===== config.mk =====
export PLATFORM = sky130hd
export DESIGN_NAME = shim_ads816x_adc_sched
export DESIGN_NICKNAME = d
export VERILOG_FILES = /design/src/rtl/shim_ads816x_pkg.sv /design/src/rtl/shim_ads816x_cs_timer.sv /design/src/rtl/shim_ads816x_adc_sched.sv
export SDC_FILE = /design/constraint.sdc
export NUM_CORES = 1
export LEC_CHECK = 0
export BUFFER_PORTS_ARGS = -buffer_cell sky130_fd_sc_hd__buf_2
export CORE_MARGIN = 3
export CORE_UTILIZATION = 47
export DETAILED_ROUTE_END_ITERATION = 16
export PLACE_DENSITY = 0.88
export SLEW_MARGIN = 10
export SYNTH_ARGS = -nofsm -noshare
export SYNTH_HDL_FRONTEND = slang
export SYNTH_SLANG_ARGS = --single-unit

===== constraint.sdc =====
create_clock -name clk -period 2.88 [get_ports clk]
set_input_delay 0 -clock clk [delete_from_list [all_inputs] [get_ports clk]]
set_output_delay 0 -clock clk [all_outputs]
set_load 0.03 [all_outputs]

===== src/rtl/shim_ads816x_pkg.sv =====
// Shared constants for the ADS816x shim: sequencer state encoding, OTF command width
// and ADC model identifiers.
package shim_ads816x_pkg;

    localparam logic [2:0] S_IDLE    = 3'd0;
    localparam logic [2:0] S_CALC    = 3'd1;
    localparam logic [2:0] S_READY   = 3'd2;
    localparam logic [2:0] S_XFER    = 3'd3;
    localparam logic [2:0] S_CS_HIGH = 3'd4;
    localparam logic [2:0] S_ERR     = 3'd5;

    localparam int OTF_CMD_BITS = 16;

    localparam logic [7:0] ADS8166_ID = 8'h66;
    localparam logic [7:0] ADS8167_ID = 8'h67;
    localparam logic [7:0] ADS8168_ID = 8'h68;

endpackage


===== src/rtl/shim_ads816x_cs_timer.sv =====
// Loadable down-counter with zero flag; used for the n_cs high gap and the xfer watchdog.
module shim_ads816x_cs_timer #(
    parameter int W = 8
) (
    input  logic         clk,
    input  logic         resetn,
    input  logic         load,
    input  logic [W-1:0] load_value,
    input  logic         en,
    output logic         zero
);

    logic [W-1:0] count;

    // Load wins over decrement; the count parks at zero instead of wrapping.
    always_ff @(posedge clk) begin
        if (!resetn) begin
            count <= '0;
        end else if (load) begin
            count <= load_value;
        end else if (en && (count != '0)) begin
            count <= count - 1'b1;
        end
    end

    assign zero = (count == '0);

endmodule


===== src/rtl/shim_ads816x_adc_sched.sv =====
// ADS816x channel sequencer: timing-calc handshake, OTF command framing with n_cs gap.
// Optional xfer_done watchdog enabled by defining SHIM_ADS816X_ADC_SCHED_TIMEOUT_EN.
module shim_ads816x_adc_sched
    import shim_ads816x_pkg::*;
#(
    parameter int CMD_BITS       = OTF_CMD_BITS,
    parameter int TIMEOUT_CYCLES = 1024
) (
    input  logic                clk,
    input  logic                resetn,
    input  logic                spi_en,
    input  logic [31:0]         spi_clk_freq_hz,
    output logic                calc,
    output logic [31:0]         calc_freq_hz,
    input  logic                calc_done,
    input  logic                calc_lock_viol,
    input  logic [7:0]          n_cs_high_time,
    input  logic                cmd_valid,
    output logic                cmd_ready,
    input  logic [CMD_BITS-1:0] cmd_data,
    output logic                xfer_start,
    output logic [CMD_BITS-1:0] xfer_word,
    input  logic                xfer_done,
    output logic                n_cs,
    output logic                ready,
    output logic                err_lock_viol,
    output logic                err_timeout,
    output logic [31:0]         xfer_count,
    output logic [2:0]          state
);

    if (TIMEOUT_CYCLES < 1) begin : g_bad_timeout
        $error("TIMEOUT_CYCLES must be at least 1");
    end

    logic [2:0] state_r;
    logic [2:0] state_nxt;
    logic       set_lock;
    logic       set_timeout;
    logic       count_en;
    logic       cs_zero;
    logic       timeout_hit;
    logic       xfer_entry;
    logic       clear_err;

    assign calc_freq_hz = spi_clk_freq_hz;
    assign state        = state_r;

    // cmd handshake: a word transfers on a clk edge where cmd_valid && cmd_ready.
    // cmd_ready is offered in S_READY and in the last gap cycle of S_CS_HIGH (so a
    // waiting word keeps n_cs high for exactly n_cs_high_time+1 cycles), and is
    // withheld whenever this cycle is being pre-empted by spi_en=0 or a lock violation.
    assign cmd_ready = spi_en && !calc_lock_viol &&
                       ((state_r == S_READY) || ((state_r == S_CS_HIGH) && cs_zero));

    assign xfer_entry = (state_nxt == S_XFER) && (state_r != S_XFER);
    assign clear_err  = (state_r == S_ERR) && !spi_en;

    always_comb begin
        state_nxt   = state_r;
        set_lock    = 1'b0;
        set_timeout = 1'b0;
        count_en    = 1'b0;
        if (state_r == S_ERR) begin
            if (!spi_en) state_nxt = S_IDLE;
        end else if (!spi_en) begin
            state_nxt = S_IDLE;
        end else if ((state_r != S_IDLE) && calc_lock_viol) begin
            state_nxt = S_ERR;
            set_lock  = 1'b1;
        end else if (timeout_hit) begin
            state_nxt   = S_ERR;
            set_timeout = 1'b1;
        end else begin
            case (state_r)
                S_IDLE:    if (!err_lock_viol && !err_timeout) state_nxt = S_CALC;
                S_CALC:    if (calc_done) state_nxt = S_READY;
                S_READY:   if (cmd_valid) state_nxt = S_XFER;
                S_XFER: begin
                    if (xfer_done) begin
                        state_nxt = S_CS_HIGH;
                        count_en  = 1'b1;
                    end
                end
                S_CS_HIGH: begin
                    if (cs_zero && cmd_valid) state_nxt = S_XFER;
                    else if (cs_zero)         state_nxt = S_READY;
                end
                default:   state_nxt = S_IDLE;
            endcase
        end
    end

    // n_cs_high_time is captured at xfer_done; later changes affect only later frames.
    shim_ads816x_cs_timer #(.W(8)) u_cs_timer (
        .clk        (clk),
        .resetn     (resetn),
        .load       (count_en),
        .load_value (n_cs_high_time),
        .en         (state_r == S_CS_HIGH),
        .zero       (cs_zero)
    );

`ifdef SHIM_ADS816X_ADC_SCHED_TIMEOUT_EN
    logic wd_zero;

    shim_ads816x_cs_timer #(.W(32)) u_watchdog (
        .clk        (clk),
        .resetn     (resetn),
        .load       (xfer_entry),
        .load_value (32'(TIMEOUT_CYCLES - 1)),
        .en         (state_r == S_XFER),
        .zero       (wd_zero)
    );

    assign timeout_hit = (state_r == S_XFER) && wd_zero && !xfer_done;

    always_ff @(posedge clk) begin
        if (!resetn) begin
            err_timeout <= 1'b0;
        end else if (set_timeout) begin
            err_timeout <= 1'b1;
        end else if (clear_err) begin
            err_timeout <= 1'b0;
        end
    end
`else
    assign timeout_hit = 1'b0;
    assign err_timeout = 1'b0;
`endif

    // Control outputs are registered from the next state so n_cs and calc never glitch.
    always_ff @(posedge clk) begin
        if (!resetn) begin
            state_r       <= S_IDLE;
            calc          <= 1'b0;
            n_cs          <= 1'b1;
            ready         <= 1'b0;
            xfer_start    <= 1'b0;
            xfer_word     <= '0;
            err_lock_viol <= 1'b0;
            xfer_count    <= '0;
        end else begin
            state_r    <= state_nxt;
            calc       <= state_nxt inside {S_CALC, S_READY, S_XFER, S_CS_HIGH};
            n_cs       <= (state_nxt != S_XFER);
            ready      <= (state_nxt == S_READY);
            xfer_start <= xfer_entry;
            if (xfer_entry) xfer_word <= cmd_data;
            if (set_lock) begin
                err_lock_viol <= 1'b1;
            end else if (clear_err) begin
                err_lock_viol <= 1'b0;
            end
            if (count_en) xfer_count <= xfer_count + 32'd1;
        end
    end

endmodule


Word level (Yosys, flattened, before mapping)
Index checks and enable logic that the tools add are counted.
{ "op_classes": {"n_addsub": 2, "eq_ne": 11, "multipliers": 0, "bitwise_logic": 0, "n_mux": 23, "div": 0, "order_cmp": 0, "shifts": 0, "n_reduce_logical": 18} }
{ "op_table": {"columns": ["op", "n"], "rows": [
  ["adder 32 x 1 -> 32 bit (second input constant)", 1],
  ["2-to-1 mux 3 bit", 10],
  ["2-to-1 mux 8 bit", 2],
  ["one-hot mux 3 bit (5 select lines)", 1],
  ["== test 3 x 2 -> 1 bit (second input constant)", 4],
  ["2-to-1 mux 1 bit", 10],
  ["== test 3 bit (second input constant)", 3],
  ["logical AND 1 bit", 8],
  ["logical NOT 8 bit", 1],
  ["nonzero test 8 bit", 1],
  ["subtractor 8 x 1 -> 8 bit (second input constant)", 1],
  ["== test 3 x 1 -> 1 bit (second input constant)", 2],
  ["inequality test 3 x 2 -> 1 bit (second input constant)", 2],
  ["nonzero test 2 bit", 2],
  ["nonzero test 4 bit", 1],
  ["logical NOT 3 bit", 1],
  ["nonzero test 3 bit", 1],
  ["logical NOT 1 bit", 2],
  ["logical OR 1 bit", 1]
]} }
{ "word_totals": {"regBits": 64, "elab_cells": 63, "out_inout_bits": 90, "latch_bits": 0, "rom_bits": 0, "memories": 0, "ram_bits": 0} }

Logic depth before layout (Yosys ltp)
{ "logic_depth": {"word_depth": 9, "ltp_mapped": 7, "mapped_depth_nobuf": 7} }

By module
From an unflattened synthesis, not the netlist that was laid out.
{ "hier_totals": {"cells_unflattened": 390, "area_unflattened_um2": 3454.6} }
{ "by_module_without_submodules": {"columns": ["mod", "area_each_um2", "cells_per_inst", "n_inst"], "rows": [
  ["shim_ads816x_adc_sched", 2946.6, 332, 1],
  ["shim_ads816x_cs_timer", 508.0, 58, 1]
]} }

Least setup slack after synthesis
OpenSTA, ideal clock, no wires.
{ "synth_timing": {"kind": "reg-to-reg", "startpoint": "reg xfer_count[5]", "endpoint": "reg xfer_count[31]", "path_buffers": 2, "t_arrival_ns": 2.210, "setup_slack_ns": 0.600, "synth_period_minus_slack_ns": 2.280, "required_ns": 2.809, "stages_incl_launch_ff": 8, "cell_sequence": "dfxtp_1 nand4_1 or3_1 buf_6 or3_1 buf_2 or4_1 a21oi_1"} }
{ "synth_between": {"elab_chain_len": 1} }
{ "synth_rtl": {"columns": ["item", "line_no", "rtl"], "rows": [
  ["from (decl)", "shim_ads816x_adc_sched.sv:28", "output logic [31:0] xfer_count,"],
  ["from (signal assigned)", "shim_ads816x_adc_sched.sv:155", "if (count_en) xfer_count <= xfer_count + 32'd1;"],
  ["adder 32 x 1 -> 32 bit", "shim_ads816x_adc_sched.sv:155", null]
]} }
Every way passes these cells.
A chain may end at the register's enable or synchronous reset.

Worst setup path in the final report
{ "layout_timing": {"startpoint": "reg state_r[1] (netlist: state[1])", "endpoint": "reg xfer_count[31]"} }
{ "layout_between": {"elab_chain_len": 5, "word_cells_on_any_way": 8} }
{ "layout_rtl": {"columns": ["item", "line_no", "rtl"], "rows": [
  ["from (decl)", "shim_ads816x_adc_sched.sv:36", "logic [2:0] state_r;"],
  ["from (signal assigned)", "shim_ads816x_adc_sched.sv:144", "state_r <= state_nxt;"],
  ["== test 3 x 2 -> 1 bit / nonzero test 3 bit (equally long branches)", "shim_ads816x_adc_sched.sv:75, shim_ads816x_adc_sched.sv:68", null],
  ["2-to-1 mux 1 bit / logical AND 1 bit (equally long branches)", "shim_ads816x_adc_sched.sv:75, shim_ads816x_adc_sched.sv:68", null],
  ["2-to-1 mux 1 bit", "shim_ads816x_adc_sched.sv:68", "end else if ((state_r != S_IDLE) && calc_lock_viol) begin"],
  ["2-to-1 mux 1 bit", "shim_ads816x_adc_sched.sv:66", "end else if (!spi_en) begin"],
  ["2-to-1 mux 1 bit *", "shim_ads816x_adc_sched.sv:64", "if (state_r == S_ERR) begin"]
]} }
Every way passes the cells marked *; elsewhere a longest branch is shown, timed or not.

==> impl_metrics.ini <==
[outcome]
status = complete, no violations

[clock_tree]
cts_tree = yes
ctsRootBufferMaster = clkbuf_8
clock_path_buffers = 2
post_cts_buffers = 0
path_clk_slew_ns = 0.07
htree_levels = 3
numCtsBuffers = 9
clk_latency_ns = 0.35
cts.sinks = 64

[floorplan]
initial_core_util = 0.501
die_area_mm2 = 0.00804
coreArea_mm2 = 0.00657
die_y_um = 89.7
io_pins = 153
rows = 29
fp.dieW_um = 89.7

[final_layout]
drive_gt1_frac = 0.245
postLayoutCellArea_mm2 = 0.00398
areaGrowthSynthToFinish_pct = 20.8
layout.cells.non_filler = 571
nNetsFinal = 539
antenna_cells = 0

[power_and_ir_drop]
switching_share = 0.255
p_per_area_mw_per_mm2 = 446
p_int_mw = 1.32
power.switching_mw = 0.452
clkPwrFrac = 0.399
p_leak_nw = 1.60
seqPwrFrac = 0.511
peakVddDrop_v = 0.000279
comb_power_share = 0.090

[synthesis]
ys_ff_latch = 64
netlist_area_mm2 = 0.00329
synth_edf_count = 0
yosys_most_used_dff = dfxtp_1
yosysWarnings = 0
synth_fp_nets = 464
yosysMostFrequentCell = dfxtp_1
synth.avg_cell_area_um2 = 8.27
yosys-top-cells-area = dfxtp_1, buf_4, nand2_1
synth_common_cells = dfxtp_1, nand2_1, nor2_1, buf_4, xnor2_1
synth-async-reset-ratio = 0
synth.distinct_cells = 51
yosysSeqAreaShare = 0.389
synthCells = 398
yosys.area.top_type = dfxtp_1
yosys.area.top_type_share = 0.389

[worst_setup_path]
required_ns = 3.15
critPathLaunchType = register
crit_arrival_ns = 2.53
endpoint_kind = register
critPathKind = register to register
path_max_fanout = 18

[grt]
grt_antenna_before_repair = 0
overflow = 0
grt_max_degree = 38
grt_pass1_wl_mm = 12.9
grt_pass1_vias = 2836
grtUsageTotal = 0.205

[place]
hpwlAfterDp_mm = 5.45
post-place-ws_ns = 0.693
place_congestion = 0.883
placedCellCount = 531
io_buffers = 87
placed_cell_area_mm2 = 0.00355

[timing]
fin_ws_ns = 0.619
finalHoldViolCount = 0
final.min_clock_period_ns = 2.26
fmax_mhz = 442
fin_setup_tns_ns = 0
post-route-period-util = 0.785
slew_headroom = 0.612
skew_ns = 0.0101
worstMarginPinSlew_ns = 0.581
rsz0062_at_grt = no
setup_violations = 0
slew_viol_final = 0

[drt]
wire_per_inst_um = 14.0
detail-route-antenna-nets = 0
drc = 0
drtIter0Drc = 108
dr_total_vias = 3035
dr.pass1.iters = 4
via_per_inst = 5.32
wl_mm = 7.98

[hold_path]
min_path_type = input pin to primary output

[job]
drv_cap = 0
==> layout make-up <==
class,instances,area (um^2)
Clock buffer,11,151
Multi-Input combinational cell,269,1630
Clock inverter,5,31.3
Inverter,12,45.0
Tap cell,93,116
Sequential cell,64,1280
Fill cell,556,2590
Timing Repair Buffer,117,721
==> cells in the final DEF, fill, tap and decap left out, types with 10 or more instances in the layout <==
master,instances
nor4_1,10
nor2_1,38
a21oi_1,18
nor3_1,12
clkbuf_8,11
buf_2,87
dlygate4sd3_1,24
mux2i_1,18
dfxtp_1,64
inv_1,12
xnor2_1,22
nand2_1,52
nand3_1,16
==> routing by layer <==
metal,vias up,wire (um),GRT usage
li1,1485,-,-
met1,1415,3280,0.224
met2,113,3910,0.360
met3,22,646,0.0776
met4,0,136,0.0758
met5,-,0,0
==> power by group through the flow <==
stage          sequential (mW)  clock (mW)  combinational [mW]
2_1_floorplan            0.944           0               0.151
3_3_place_gp             0.925           0               0.127
3_5_place_dp             0.926           0               0.132
4_1_cts                  0.906       0.723               0.157
5_1_grt                  0.908       0.769               0.173
6_report                 0.906       0.708               0.160
==> what timing repair did <==
action                    CTS  global route
gates resized for setup     0             0
hold endpoints to repair   24             0
hold buffers               24             0
==> kinds of logic after synthesis <==
| family | count (synthesis) | synth area share |
|---|---|---|
| and+or+nand+nor | 171 | 0.258 |
| buffers and inverters | 65 | 0.116 |
| DFF | 64 | 0.389 |
| AOI/OAI and AO/OA | 48 | 0.0947 |
| xor gates and xnor gates | 28 | 0.0745 |
| muxes | 18 | 0.0547 |
| adders and majority gates | 3 | 0.0114 |
| other | 1 | 0.00114 |
==> stage by stage <==
stage               utilization  power, mW  hold slack (ns)
finish                    0.605       1.77        0.0000103
detailed placement        0.541       1.06         0.000205
floorplan                     -       1.09            0.132
global route              0.605       1.85        0.0000453
CTS                       0.605       1.79         0.000205
global placement          0.541       1.05         0.000205
==> sequential cells by signal, summed over array words and instances, names as in the netlist <==
register / cells
xfer_count: 32
xfer_word: 16
u_cs_timer.count: 8
state: 3
calc: 1
err_lock_viol: 1
n_cs: 1
ready: 1
xfer_start: 1
==> critical path, cell delays in order (launching register included) <==
cell     delay, ns
dfxtp_1       0.63
and3b_1       0.28
nand3_1       0.08
buf_4         0.17
or3_1         0.42
or4_1         0.44
a21oi_1       0.17
==> worst paths after layout <==
check | from | end | slack (ns) | cells past startpoint
min reg2reg | xfer_word[7] | xfer_word[7] | 0.46 | 2
max reg2reg | state[1] | xfer_count[31] | 0.62 | 6
max | state[1] | xfer_count[31] | 0.62 | 6
min | spi_clk_freq_hz[0] | calc_freq_hz[0] | 0.00001 | 0
(Power assumes the default switching activity.)
